--- src/rtl/grass_pkg.sv ---
// grass_pkg: shared constants and types for the grass tile ROM and the
// read-side engine that feeds it.
//   TILE_W / TILE_H : tile geometry in pixels (row-major ROM layout)
//   ROM_DEPTH       : number of ROM words (TILE_W*TILE_H)
//   ADDR_W          : ROM address width
//   COL_W           : width of column / scroll values (0..TILE_W-1)
//   TRANSP          : colour key treated as transparent
package grass_pkg;

  localparam int unsigned TILE_W    = 20;
  localparam int unsigned TILE_H    = 20;
  localparam int unsigned ROM_DEPTH = TILE_W * TILE_H;
  localparam int unsigned ADDR_W    = 9;
  localparam int unsigned COL_W     = 5;
  localparam logic [7:0]  TRANSP    = 8'h00;

  typedef logic [ADDR_W-1:0] rom_addr_t;
  typedef logic [COL_W-1:0]  col_t;

  // a + b modulo m, valid while both operands are already below m.
  function automatic col_t wrap_add(input col_t a, input col_t b,
                                    input int unsigned m);
    int unsigned s;
    s = 32'(a) + 32'(b);
    if (s >= m) s = s - m;
    return col_t'(s);
  endfunction

endpackage

--- src/rtl/grass_scroll_ctr.sv ---
// grass_scroll_ctr: modulo-MOD accumulator advancing by STEP when en is high.
//   clk     in  clock
//   rst     in  synchronous active-high reset (value -> 0)
//   en      in  advance by STEP this cycle
//   val     out registered accumulator value
//   val_nxt out value val will take after this edge (lets the caller use the
//               freshly advanced value in the same cycle as en)
module grass_scroll_ctr
  import grass_pkg::*;
#(
  parameter int unsigned MOD  = 20,
  parameter int unsigned STEP = 2
) (
  input  logic clk,
  input  logic rst,
  input  logic en,
  output col_t val,
  output col_t val_nxt
);

  always_comb begin
    val_nxt = val;
    if (en) val_nxt = wrap_add(val, col_t'(STEP), MOD);
  end

  always_ff @(posedge clk) begin
    if (rst) val <= '0;
    else     val <= val_nxt;
  end

endmodule

--- src/rtl/grass_fetch.sv ---
// grass_fetch: read-side engine for the grass tile ROM. Maps the VGA pixel
// stream onto ROM addresses for a horizontally scrolling ground strip and
// re-aligns the ROM colour with the pixel stream.
//   clka        in  pixel clock
//   rsta        in  synchronous active-high reset
//   pix_x       in  current column (debug only, not used by the datapath)
//   pix_y       in  current row
//   pix_de      in  active-video enable
//   frame_start in  one-cycle frame pulse
//   run         in  scroll advances on frame_start only while high
//   rom_addr    out registered ROM address
//   rom_data    in  ROM read data (one cycle after rom_addr)
//   pix_out     out strip colour, 0 outside the strip
//   pix_out_de  out pix_de aligned with pix_out
//   pix_opaque  out pixel is in the strip and not the transparent key
//   scroll      out current scroll offset
module grass_fetch #(
  parameter int unsigned TILE_W      = 20,
  parameter int unsigned TILE_H      = 20,
  parameter int unsigned STRIP_Y0    = 400,
  parameter int unsigned SCROLL_STEP = 2,
  parameter logic [7:0]  TRANSP      = 8'h00
) (
  input  logic                         clka,
  input  logic                         rsta,
  input  logic [9:0]                   pix_x,
  input  logic [9:0]                   pix_y,
  input  logic                         pix_de,
  input  logic                         frame_start,
  input  logic                         run,
  output logic [grass_pkg::ADDR_W-1:0] rom_addr,
  input  logic [7:0]                   rom_data,
  output logic [7:0]                   pix_out,
  output logic                         pix_out_de,
  output logic                         pix_opaque,
  output logic [4:0]                   scroll
);
  import grass_pkg::*;

  if (TILE_W * TILE_H > (1 << ADDR_W)) begin : g_bad_size
    $error("grass_fetch: TILE_W*TILE_H exceeds the ROM address space");
  end
  if (TILE_W > (1 << COL_W)) begin : g_bad_width
    $error("grass_fetch: TILE_W does not fit the column counter");
  end
  if (SCROLL_STEP < 1 || SCROLL_STEP >= TILE_W) begin : g_bad_step
    $error("grass_fetch: SCROLL_STEP must be in 1..TILE_W-1");
  end

  localparam rom_addr_t  ROW_STEP = rom_addr_t'(TILE_W);
  localparam rom_addr_t  ROW_MAX  = rom_addr_t'((TILE_H - 1) * TILE_W);
  localparam logic [9:0] Y_LO     = 10'(STRIP_Y0);
  localparam logic [9:0] Y_HI     = 10'(STRIP_Y0 + TILE_H);

  // pix_x is kept on the port for debug compare; fold it into a sink.
  logic unused_pix_x;
  assign unused_pix_x = ^pix_x;

  col_t      scroll_q;
  col_t      scroll_nxt;
  col_t      col;
  col_t      col_eff;
  col_t      col_inc;
  rom_addr_t row_base;
  rom_addr_t row_base_eff;
  rom_addr_t addr_nxt;
  logic      in_strip;
  logic      de_d;
  logic      de_d2;
  logic      strip_d1;
  logic      strip_d2;
  logic      line_end;

  grass_scroll_ctr #(
    .MOD  (TILE_W),
    .STEP (SCROLL_STEP)
  ) u_scroll (
    .clk     (clka),
    .rst     (rsta),
    .en      (frame_start & run),
    .val     (scroll_q),
    .val_nxt (scroll_nxt)
  );

  assign scroll = scroll_q;

  // frame_start takes effect before the pixel of the same cycle: the first
  // pixel sees the advanced scroll and a cleared row base.
  always_comb begin
    in_strip     = pix_de && (pix_y >= Y_LO) && (pix_y < Y_HI);
    row_base_eff = frame_start ? '0 : row_base;
    col_eff      = (pix_de && !de_d) ? scroll_nxt : col;
    col_inc      = wrap_add(col_eff, col_t'(1), TILE_W);
    addr_nxt     = in_strip ? (row_base_eff + rom_addr_t'(col_eff)) : '0;
    // strip_d1 still holds the last active pixel's membership here.
    line_end     = de_d && !pix_de && strip_d1;
  end

  always_ff @(posedge clka) begin
    if (rsta) begin
      col      <= '0;
      row_base <= '0;
      de_d     <= 1'b0;
      de_d2    <= 1'b0;
      strip_d1 <= 1'b0;
      strip_d2 <= 1'b0;
      rom_addr <= '0;
    end else begin
      de_d     <= pix_de;
      de_d2    <= de_d;
      strip_d1 <= in_strip;
      strip_d2 <= strip_d1;
      rom_addr <= addr_nxt;
      if (pix_de) col <= col_inc;
      if (frame_start) begin
        row_base <= '0;
      end else if (line_end) begin
        row_base <= (row_base >= ROW_MAX) ? ROW_MAX : (row_base + ROW_STEP);
      end
    end
  end

  // Output stage: the ROM has no output register, so rom_data for the pixel
  // sampled two edges ago is present now.
  always_ff @(posedge clka) begin
    if (rsta) begin
      pix_out    <= '0;
      pix_out_de <= 1'b0;
      pix_opaque <= 1'b0;
    end else begin
      pix_out    <= strip_d2 ? rom_data : '0;
      pix_out_de <= de_d2;
      pix_opaque <= strip_d2 && (rom_data != TRANSP);
    end
  end

endmodule

--- config.mk ---
export PLATFORM = sky130hd
export DESIGN_NAME = grass_fetch
export DESIGN_NICKNAME = d
export VERILOG_FILES = /design/src/rtl/grass_pkg.sv /design/src/rtl/grass_scroll_ctr.sv /design/src/rtl/grass_fetch.sv
export SDC_FILE = /design/constraint.sdc
export NUM_CORES = 1
export LEC_CHECK = 0
export ABC_AREA = 1
export BUFFER_PORTS_ARGS = -buffer_cell sky130_fd_sc_hd__buf_2
export CORE_ASPECT_RATIO = 0.7
export CORE_MARGIN = 2
export CORE_UTILIZATION = 45
export DETAILED_ROUTE_END_ITERATION = 6
export GPL_TIMING_DRIVEN = 1
export PLACE_DENSITY = 0.73
export SLEW_MARGIN = 20
export SYNTH_ARGS = -nofsm -noshare
export SYNTH_HDL_FRONTEND = slang
export SYNTH_SLANG_ARGS = --single-unit
--- constraint.sdc ---
create_clock -name clka -period 3 [get_ports clka]
set_clock_uncertainty 0.2 [all_clocks]
set_input_delay 0.45 -clock clka [delete_from_list [all_inputs] [get_ports clka]]
set_output_delay 0.45 -clock clka [all_outputs]
set_load 0.01 [all_outputs]
==> impl_results.md, run 1 <==
- Cell count after synthesis: 280
- Post-Route WL: 4.78 mm
- Fmax: 337 MHz
- Clock Sink Count: 39
- Core area: 0.00440 mm2
- Final setup fails: 0
- Clock power frac: 32.8%
- Fin. max-slew vios: 0
- Pint: 0.851 mW
- First-pass GRT wire length: 7.49 mm
- Overflow after GRT: 0
- Number of synthesized flops with an enable pin: 0
- Area grow syn2layout: 32.4%
- Syn Area/Cell: 7.47 um2
- CTS tree: built
- Worst Path Required: 3.02 ns
- Cell chain of the critical path: buf_4 -> ha_4 -> ha_4 -> nand2_4 -> nand2_4 -> nand3_2 -> nand3_2 -> nand3_2 -> nand2_4 -> ha_4 -> a21oi_2 -> and2_4 -> or2_1 -> nand2_1 -> a21oi_2 -> or2_1 -> nor2_2 -> o21ai_1 -> a21oi_1
- Vias/cell: 4.78
- Synth warn: 0
- Dominant cell type by area after synthesis: dfxtp_1
- Num rows: 20
- Die span in y: 61.0 um
- CP Max Fanout: 3
- Setup TNS: 0 ns
- CTS root buf: clkbuf_8
- Final hold vios: 0
- Critical path class: reg -> reg
- Drt wl/cell: 11.6 um
- IO buf count: 43
- Primary FF master, synth: dfxtp_1
- Maximum clock path buffer count: 2
- Power share of the sequential group: 46.1%
- Critical path's top delay family: simple AND/OR/NAND/NOR gates
- Comb power frac: 21.1%
- Arrival @ worst endpoint: 2.98 ns
- Switching Fraction: 27.3%
- Final GP Congestion: 0.869
- Sw power: 0.320 mW
- Cell area after synthesis: 0.00209 mm2
- Max H-tree Level: 2
- Routed vias: 1,961
- Max IR drop VDD: 328 uV
- First DRT Iteration DRCs: 93
- Max_cap viols: 0
- CTS Buf Count: 5
- Clk Latency, worst-skew pair: 0.29 ns
- Max stage delay on crit path: 0.34 ns
- Die Area: 0.00522 mm2
- Critical Path Start Type: register
- FF-to-FF setup slack: 0.03 ns
- Final Cell Area: 0.00277 mm2
- RSZ-0062 raised after global routing: yes
- CP bufs+invs: 1
- Nets: 402
- Power per cell area: 423 mW/mm2
- Largest net degree at the start of global routing: 13
- Die X: 85.5 um
- Commonest cells post-synth: inv_1 (46), nor2_1 (42), dfxtp_1 (39), nand2_1 (39), a21oi_1 (20)
- Top-count cell post-synth: inv_1
- Hold crit path type: in -> reg
- DP Area: 0.00251 mm2
- Lkg Pwr: 1.38 nW
- Worst path slowest cell: dfxtp_2
- Sequential share of the synthesized area: 37.3%
- Vias in the first global route: 1,727
- Post-DP HPWL: 3.52 mm
- # IOs: 57
- Gr usage total: 18.5%
- Top-area cell type share of the netlist area: 37.3%
- Status: finished, final reports clean
- N_diodes: 0
- CTS clk-pin slew, worst paths: 0.08 ns
- Hold slack final: 0.183 ns
- Share of cells above drive strength 1: 35.5%
- Initial antenna violation count: 0
- Pre-antenna DRT Iters: 4
- Post-synth cell types: 36
- Ys async rst share: 0%
- Top cells by area, synth: dfxtp_1 (37%), ha_1 (8.4%), inv_1 (8.3%)
- Critical Path End Type: register
- Total power: 1.17 mW
- Final ANT Viol Nets: 0
- Tcrit/Tclk final: 98.8%
- Initial Util: 47.5%
- Period minus WS final: 2.97 ns
- Seq cells post-synth: 39
- DRC Markers: 0
-- flip-flops by register name (all words and copies together) (netlist names) --
register,flops
strip_d2,1
de_d,1
strip_d1,1
col,5
row_base,7
de_d2,1
u_scroll.val,4
pix_out_de,1
pix_opaque,1
pix_out,8
rom_addr,9
-- path summary, 6_finish.rpt --
path            endpoint            start  depth (start not counted)
max reg2reg  rom_addr[7]  u_scroll.val[1]                         19
min           pix_out[1]      rom_data[1]                          3
min reg2reg  rom_addr[8]      row_base[8]                          1
max          rom_addr[7]  u_scroll.val[1]                         19
-- final cells by class --
type                    instances  area, um2
well taps                      55       68.8
inverters                      51        191
clock inverters                 1       7.51
multi-input cells             188       1210
repair buffers                 69        410
flip-flops and latches         39        787
fillers                       385       1630
clock buffers                   7       96.3
-- power groups by stage --
stage | Combinational, mW | Sequential (mW) | Clock [mW]
after floorplan | 0.133 | 0.552 | 0
after global placement | 0.199 | 0.550 | 0
after detailed placement | 0.205 | 0.550 | 0
after CTS | 0.212 | 0.539 | 0.398
after global routing | 0.275 | 0.542 | 0.425
final | 0.247 | 0.540 | 0.384
-- metrics by stage --
step | util [%] | instances | setup WS, ns
4_1_cts | 60.0 | 405 | 0.00119
3_5_place_dp | 57.1 | 397 | -0.0411
2_1_floorplan | - | 282 | 0.0356
6_report | 62.9 | 410 | 0.0348
5_1_grt | 62.9 | 410 | -0.117
3_3_place_gp | 57.1 | 397 | 0.00375
-- logic make-up after synthesis --
kind of cell	after synthesis	synth area share (%)
and+or+nand+nor	125	29.7
AOI/OAI and AO/OA	40	11.2
xor gates and xnor gates	4	1.67
buffers and inverters	55	10.4
DFF	39	37.3
adders and majority gates	15	9.33
other	2	0.359
-- repair_timing --
item                       CTS  global route
resized for setup            6            24
buffers inserted             0             5
pin swaps                    1            16
hold buffers                 0             0
setup endpoints to repair    3             7
-- worst register-to-register path, stage by stage (launching register included) --
cell	delay, ns
dfxtp_2	0.34
buf_4	0.15
ha_4	0.29
ha_4	0.15
nand2_4	0.05
nand2_4	0.09
nand3_2	0.08
nand3_2	0.10
nand3_2	0.09
nand2_4	0.10
ha_4	0.14
a21oi_2	0.03
and2_4	0.15
or2_1	0.24
nand2_1	0.09
a21oi_2	0.06
or2_1	0.25
nor2_2	0.11
o21ai_1	0.07
a21oi_1	0.11
-- layer usage --
layer | track usage [%] | vias up | part of all wire, %
met3 | 5.36 | 5 | 5.5
met5 | 0 | - | 0
met2 | 31.1 | 56 | 46
met1 | 24.5 | 873 | 48
met4 | 3.40 | 0 | 0.52
li1 | - | 1027 | -
-- placed cells by master (no fill, tap or decap), types with 7 or more instances in the layout --
cell type   n
a21oi_1    16
dfxtp_1    36
buf_2      43
nand3_1    10
inv_1      43
buf_4      26
ha_1       10
nand2_2    10
o21ai_0     7
clkbuf_8    7
nor2_1     40
inv_2       8
nand2_1    35
No activity file was read; power rests on OpenSTA's default activity.
==> inputs of run 2 (changes only) <==
--- a/config.mk
+++ b/config.mk
@@ -6,13 +6,13 @@
 export NUM_CORES = 1
 export LEC_CHECK = 0
 export ABC_AREA = 1
-export BUFFER_PORTS_ARGS = -buffer_cell sky130_fd_sc_hd__buf_2
+export BUFFER_PORTS_ARGS = -buffer_cell sky130_fd_sc_hd__buf_4
 export CORE_ASPECT_RATIO = 0.7
 export CORE_MARGIN = 2
-export CORE_UTILIZATION = 45
+export CORE_UTILIZATION = 47
 export DETAILED_ROUTE_END_ITERATION = 6
 export GPL_TIMING_DRIVEN = 1
-export PLACE_DENSITY = 0.73
+export PLACE_DENSITY = 0.76
 export SLEW_MARGIN = 20
 export SYNTH_ARGS = -nofsm -noshare
 export SYNTH_HDL_FRONTEND = slang
==> run 2 against run 1 <==
  * Total power shrank 1.4%
  * Register-to-register slack hardly changed
  * Clock power decreased by 6.2%
  * Die area decreased by 4.0%
  * Final cell count down 0.98%
  * Wire length up 4.4%
  * Setup slack gained 0.0055 ns
  * Sequential power about the same
  * Via count up 1.9%
  * Global-route usage grew 0.63 points
  * Sequential share of layout area fell by 0.78 points
  * Clock-buffer cell count shrank 2
  * Largest power group unchanged
==> impl_results.md, run 2 (synthesis gave the netlist of run 1 again) <==
- Num rows: 20 (unchanged)
- Post-DP HPWL: 3.51 mm (was 3.52 mm)
- Initial antenna violation count: 0 (unchanged)
- Die Area: 0.00501 mm2 (was 0.00522 mm2)
- CTS clk-pin slew, worst paths: 0.09 ns (was 0.08 ns)
- DRC Markers: 0 (unchanged)
- Worst path slowest cell: dfxtp_4 (was dfxtp_2)
- CP Max Fanout: 3 (unchanged)
- Crit path launch: u_scroll.val[2] (was u_scroll.val[1])
- Drt wl/cell: 12.3 um (was 11.6 um)
- Final GP Congestion: 0.844 (was 0.869)
- Critical Path End Type: register (unchanged)
- Status: finished, final reports clean (unchanged)
- Commonest non-fill, non-tap cell in the layout: buf_4
- Setup TNS: 0 ns (unchanged)
- Share of cells above drive strength 1: 34.5% (was 35.5%)
- RR Startpoint: u_scroll.val[2] (was u_scroll.val[1])
- First DRT Iteration DRCs: 70 (was 93)
- Gr usage total: 19.1% (was 18.5%)
- IO buf count: 43 (unchanged)
- Vias in the first global route: 1,793 (was 1,727)
- CP bufs+invs: 2 (was 1)
- Arrival @ worst endpoint: 3.00 ns (was 2.98 ns)
- Overflow after GRT: 0 (unchanged)
- Period minus WS final: 2.96 ns (was 2.97 ns)
- Routed vias: 1,998 (was 1,961)
- Final hold vios: 0 (unchanged)
- Critical Path Start Type: register (unchanged)
- Core area: 0.00430 mm2 (was 0.00440 mm2)
- Max_cap viols: 0 (unchanged)
- Largest regs: rom_addr x9, pix_out x8, row_base x7 (unchanged)
- Post-Route WL: 4.99 mm (was 4.78 mm)
- Multi-input gate area: 0.00122 mm2 (was 0.00121 mm2)
- CTS root buf: clkbuf_8 (unchanged)
- Most frequent cells in the layout: buf_4 (64), inv_1 (44), nor2_1 (40) (was inv_1 (43), buf_2 (43), nor2_1 (40))
- Top reg by flops: rom_addr (unchanged)
- Nets: 398 (was 402)
- Non-Filler Instances: 406 (was 410)
- # IOs: 57 (unchanged)
- Max stage delay on crit path: 0.37 ns (was 0.34 ns)
- CTS tree: built (unchanged)
- Lkg Pwr: 1.36 nW (was 1.38 nW)
- N_diodes: 0 (unchanged)
- Vias/cell: 4.92 (was 4.78)
- Hold crit path type: in -> reg (unchanged)
- Area grow syn2layout: 36.4% (was 32.4%)
- Die X: 83.7 um (was 85.5 um)
- Max H-tree Level: 2 (unchanged)
- Cell Count Post-Placement: 395 (was 397)
- Critical path's top delay family: simple AND/OR/NAND/NOR gates (unchanged)
- Pre-antenna DRT Iters: 4 (unchanged)
- RSZ-0062 raised after global routing: yes (unchanged)
- Cell chain of the critical path: ha_4 -> inv_2 -> nand2_2 -> nand2_2 -> inv_2 -> ha_4 -> nand2_4 -> nand2_4 -> nand2_4 -> nand2_2 -> nand3_2 -> nand3_2 -> nand2_4 -> ha_4 -> a21oi_2 -> and2_4 -> or2_1 -> nand2_1 -> a21oi_2 -> or2_1 -> nor2_2 -> o21ai_1 -> a21oi_1 (was buf_4 -> ha_4 -> ha_4 -> nand2_4 -> nand2_4 -> nand3_2 -> nand3_2 -> nand3_2 -> nand2_4 -> ha_4 -> a21oi_2 -> and2_4 -> or2_1 -> nand2_1 -> a21oi_2 -> or2_1 -> nor2_2 -> o21ai_1 -> a21oi_1)
- Clk Latency, worst-skew pair: 0.30 ns (was 0.29 ns)
- Register area: 788 um2 (was 787 um2)
- Max reg flops: 9 (unchanged)
- Die span in y: 59.8 um (was 61.0 um)
- Fin. max-slew vios: 0 (unchanged)
- Fmax: 338 MHz (was 337 MHz)
- Worst Path Required: 3.04 ns (was 3.02 ns)
- # fillers: 361 (was 385)
- Hold-fix buffers, CTS: 0 (unchanged)
- Critical path class: reg -> reg (unchanged)
- Critical Path Most Common Cell: nand2_4
- Power per cell area: 405 mW/mm2 (was 423 mW/mm2)
- Max IR drop VDD: 348 uV (was 328 uV)
- Clock Sink Count: 39 (unchanged)
- Initial Util: 48.6% (was 47.5%)
- Tcrit/Tclk final: 98.7% (was 98.8%)
- Hold_sp: rom_data[7] (was rom_data[1])
- Maximum clock path buffer count: 2 (unchanged)
- CTS Buf Count: 5 (unchanged)
- Largest net degree at the start of global routing: 14 (was 13)
- Final ANT Viol Nets: 0 (unchanged)
- First-pass GRT wire length: 7.56 mm (was 7.49 mm)
- Final setup fails: 0 (unchanged)
## run 2: cell types whose count changed in the layout (fill, tap and decap cells not counted), sizes merged
cell / previous run / this run
clkbuf: 7 / 5
clkinvlp: 1 / 2
buf: 69 / 65
clkinv: 0 / 1
## run 2: timing repair
action,CTS,global route
resized for setup,7,24
setup buffers,0,4
pin swaps,2,20
setup endpoints to repair,3,6
## run 2: layout make-up
cell class                      count  area share (%)
Multi-Input combinational cell    188            42.9
Sequential cell                    39            27.6
Timing Repair Buffer               65            17.2
Inverter                           51            6.71
Clock buffer                        5            2.41
Tap cell                           55            2.41
Clock inverter                      3           0.702
## run 2: worst paths after layout
kind                      end  slack (ns)  depth (start not counted)
setup / recovery  rom_addr[7]        0.04                         23
hold / removal     pix_out[7]        0.17                          3
setup reg to reg  rom_addr[7]        0.04                         23
hold reg to reg    pix_out_de        0.22                          2
## run 2: per-layer routing
layer	vias up	GRT usage (%)	wire [um]
met4	0	7.37	103
met2	60	32.9	2330
met5	-	0	0
met3	12	5.11	286
li1	1018	-	-
met1	908	23.4	2270
## run 2: worst register-to-register path: cells and delay by family (launching register included)
kind / cells / cell delay, ns
and+or+nand+nor: 14 / 1.48
adders and majority gates: 3 / 0.48
DFF: 1 / 0.37
AOI/OAI and AO/OA: 4 / 0.28
buffers and inverters: 2 / 0.09
## run 2: where the power goes
group          switching [mW]  internal [mW]  total [mW]
sequential             0.0111          0.529       0.540
clock                   0.198          0.162       0.360
combinational           0.135          0.120       0.255
total                   0.344          0.811        1.16
## run 2: metrics by stage
| step | setup slack, ns | area [um2] | utilization (%) | power (mW) | hold WS, ns |
|---|---|---|---|---|---|
| final | 0.0404 | 2850 | 66.3 | 1.16 | 0.169 |
| after global routing | -0.159 | 2850 | 66.3 | 1.20 | 0.179 |
| after CTS | 0.0285 | 2730 | 63.5 | 1.12 | 0.170 |
| after detailed placement | -0.0520 | 2610 | 60.6 | 0.761 | 0.211 |
| after global placement | 0.00437 | 2610 | 60.6 | 0.756 | 0.214 |
| after floorplan | 0.0356 | 2100 | - | 0.685 | 0.188 |
==> inputs of run 3 (changes only) <==
--- a/config.mk
+++ b/config.mk
@@ -13,6 +13,7 @@
 export DETAILED_ROUTE_END_ITERATION = 6
 export GPL_TIMING_DRIVEN = 1
 export PLACE_DENSITY = 0.76
+export REMOVE_ABC_BUFFERS = 1
 export SLEW_MARGIN = 20
 export SYNTH_ARGS = -nofsm -noshare
 export SYNTH_HDL_FRONTEND = slang
==> run 3 against run 2 <==
  * Wire length is 0.80% higher
  * Combinational power rose by 5%
  * Non-clock buffer count is the same
  * Largest cell class unchanged
  * Largest power group unchanged
==> impl_results.md, run 3 (synthesis gave the netlist of run 1 again) <==
- Initial Util: 48.6% (unchanged)
- Vias/cell: 4.90 (was 4.92)
- First DRT Iteration DRCs: 80 (was 70)
- Max IR drop VDD: 328 uV (was 348 uV)
- Final setup fails: 0 (unchanged)
- Largest net degree at the start of global routing: 13 (was 14)
- Power share of the sequential group: 42.8% (was 46.8%)
- Fmax: 335 MHz (was 338 MHz)
- Critical path class: reg -> reg (unchanged)
- CTS clk-pin slew, worst paths: 0.08 ns (was 0.09 ns)
- Hold slack final: 0.185 ns (was 0.169 ns)
- Core area: 0.00430 mm2 (unchanged)
- Arrival @ worst endpoint: 3.01 ns (was 3.00 ns)
- Max_cap viols: 0 (unchanged)
- Lkg Pwr: 1.38 nW (was 1.36 nW)
- Final hold vios: 0 (unchanged)
- RSZ-0062 raised after global routing: yes (unchanged)
- Pint: 0.923 mW (was 0.811 mW)
- Area grow syn2layout: 38.4% (was 36.4%)
- Setup TNS: 0 ns (unchanged)
- Share of cells above drive strength 1: 36.2% (was 34.5%)
- Worst Path Required: 3.02 ns (was 3.04 ns)
- CTS root buf: clkbuf_8 (unchanged)
- Post-Route WL: 5.03 mm (was 4.99 mm)
- Die X: 83.7 um (unchanged)
- Clk Latency, worst-skew pair: 0.29 ns (was 0.30 ns)
- Vias in the first global route: 1,745 (was 1,793)
- Overflow after GRT: 0 (unchanged)
- Total power: 1.26 mW (was 1.16 mW)
- Post-DP HPWL: 3.43 mm (was 3.51 mm)
- Critical Path Start Type: register (unchanged)
- Final GP Congestion: 0.827 (was 0.844)
- Fin. max-slew vios: 0 (unchanged)
- Drt wl/cell: 12.4 um (was 12.3 um)
- N_diodes: 0 (unchanged)
- Gr usage total: 18.4% (was 19.1%)
- Power per cell area: 435 mW/mm2 (was 405 mW/mm2)
- Critical Path End Type: register (unchanged)
- DRC Markers: 0 (unchanged)
- Status: finished, final reports clean (unchanged)
- Clock power frac: 36.0% (was 31.2%)
- Final ANT Viol Nets: 0 (unchanged)
- CTS tree: built (unchanged)
- Sw power: 0.336 mW (was 0.344 mW)
- Maximum clock path buffer count: 2 (unchanged)
- Die Area: 0.00501 mm2 (unchanged)
- Num rows: 20 (unchanged)
- CTS Buf Count: 5 (unchanged)
- Period minus WS final: 2.99 ns (was 2.96 ns)
- Hold-fix buffers, CTS: 0 (unchanged)
- Switching Fraction: 26.7% (was 29.8%)
- Initial antenna violation count: 0 (unchanged)
- Commonest non-fill, non-tap cell in the layout: buf_4 (unchanged)
- CP Max Fanout: 3 (unchanged)
- Routed vias: 1,988 (was 1,998)
- IO buf count: 43 (unchanged)
- Comb power frac: 21.2% (was 22.0%)
- Most frequent cells in the layout: buf_4 (65), inv_1 (42), nor2_1 (40) (was buf_4 (64), inv_1 (44), nor2_1 (40))
- # IOs: 57 (unchanged)
- Largest regs: rom_addr x9, pix_out x8, row_base x7 (unchanged)
- First-pass GRT wire length: 7.30 mm (was 7.56 mm)
- Hold crit path type: in -> reg (unchanged)
- Die span in y: 59.8 um (unchanged)
- Tcrit/Tclk final: 99.6% (was 98.7%)
- Pre-antenna DRT Iters: 4 (unchanged)
- Nets: 398 (unchanged)
- Clock Sink Count: 39 (unchanged)
- Top reg by flops: rom_addr (unchanged)
- Max H-tree Level: 2 (unchanged)
- Max reg flops: 9 (unchanged)
-- run 3: cell count changes in the layout (fill, tap and decap cells not counted), moves of 2 or more --
cell / delta
inv_2: +2
clkinvlp_4: -2
nand2_2: +3
a21oi_2: +2
inv_1: -2
a21oi_1: -2
nand2_1: -2
-- run 3: power by group through the flow --
stage	sequential, mW	combinational (mW)	clock [mW]
final	0.539	0.267	0.453
after global routing	0.540	0.296	0.479
after CTS	0.538	0.218	0.456
after detailed placement	0.550	0.214	0
after global placement	0.549	0.209	0
after floorplan	0.552	0.126	0
-- run 3: worst paths after layout --
path	from	to	slack, ns	depth (start not counted)
setup reg to reg	u_scroll.val[1]	rom_addr[7]	0.01	20
setup / recovery	u_scroll.val[1]	rom_addr[7]	0.01	20
hold reg to reg	de_d2	pix_out_de	0.21	2
hold / removal	rom_data[7]	pix_out[7]	0.19	3
-- run 3: what timing repair did --
item / 4_1_cts / 5_1_grt
cloned: 0 / 0
gates resized for setup: 4 / 32
setup endpoints to repair: 4 / 7
buffers inserted: 0 / 4
pin swaps: 0 / 20
-- run 3: area by class of cell --
cell class	count	area, um2
well taps	55	68.8
inverters	51	191
fillers	346	1410
repair buffers	65	488
clock buffers	6	82.6
flip-flops and latches	39	788
clock inverters	2	35.0
multi-input cells	188	1240
-- run 3: stage by stage --
stage / cells / setup WS [ns] / utilization (%) / area, um2
finish: 406 / 0.0108 / 67.3 / 2900
global route: 406 / -0.126 / 67.3 / 2900
CTS: 402 / -0.00115 / 63.4 / 2730
detailed placement: 394 / -0.0236 / 60.4 / 2600
global placement: 394 / 0.00151 / 60.4 / 2600
floorplan: 278 / 0.0356 / - / 2070
-- run 3: routing by layer --
layer / share of wire (%) / global-route usage, % / routed length [um]
met4: 1.1 / 7.60 / 54
met1: 48 / 23.3 / 2420
met2: 45 / 30.2 / 2280
met3: 5.4 / 4.97 / 271
met5: 0 / 0 / 0
-- run 3: critical path, cell delays in order, from the launching register on --
cell and delay (ns):
dfxtp_4 0.36, buf_4 0.15, ha_4 0.26, ha_4 0.17, nand2_4 0.07, nand2_4 0.06
nand2_2 0.07, nand2_2 0.05, nand3_2 0.07, nand3_2 0.08, nand2_4 0.10, ha_4 0.14
a21oi_2 0.03, and2_4 0.13, or2_1 0.24, nand2_1 0.09, a21oi_2 0.06, or2_1 0.25
nor2_2 0.13, o21ai_1 0.08, a21oi_1 0.11
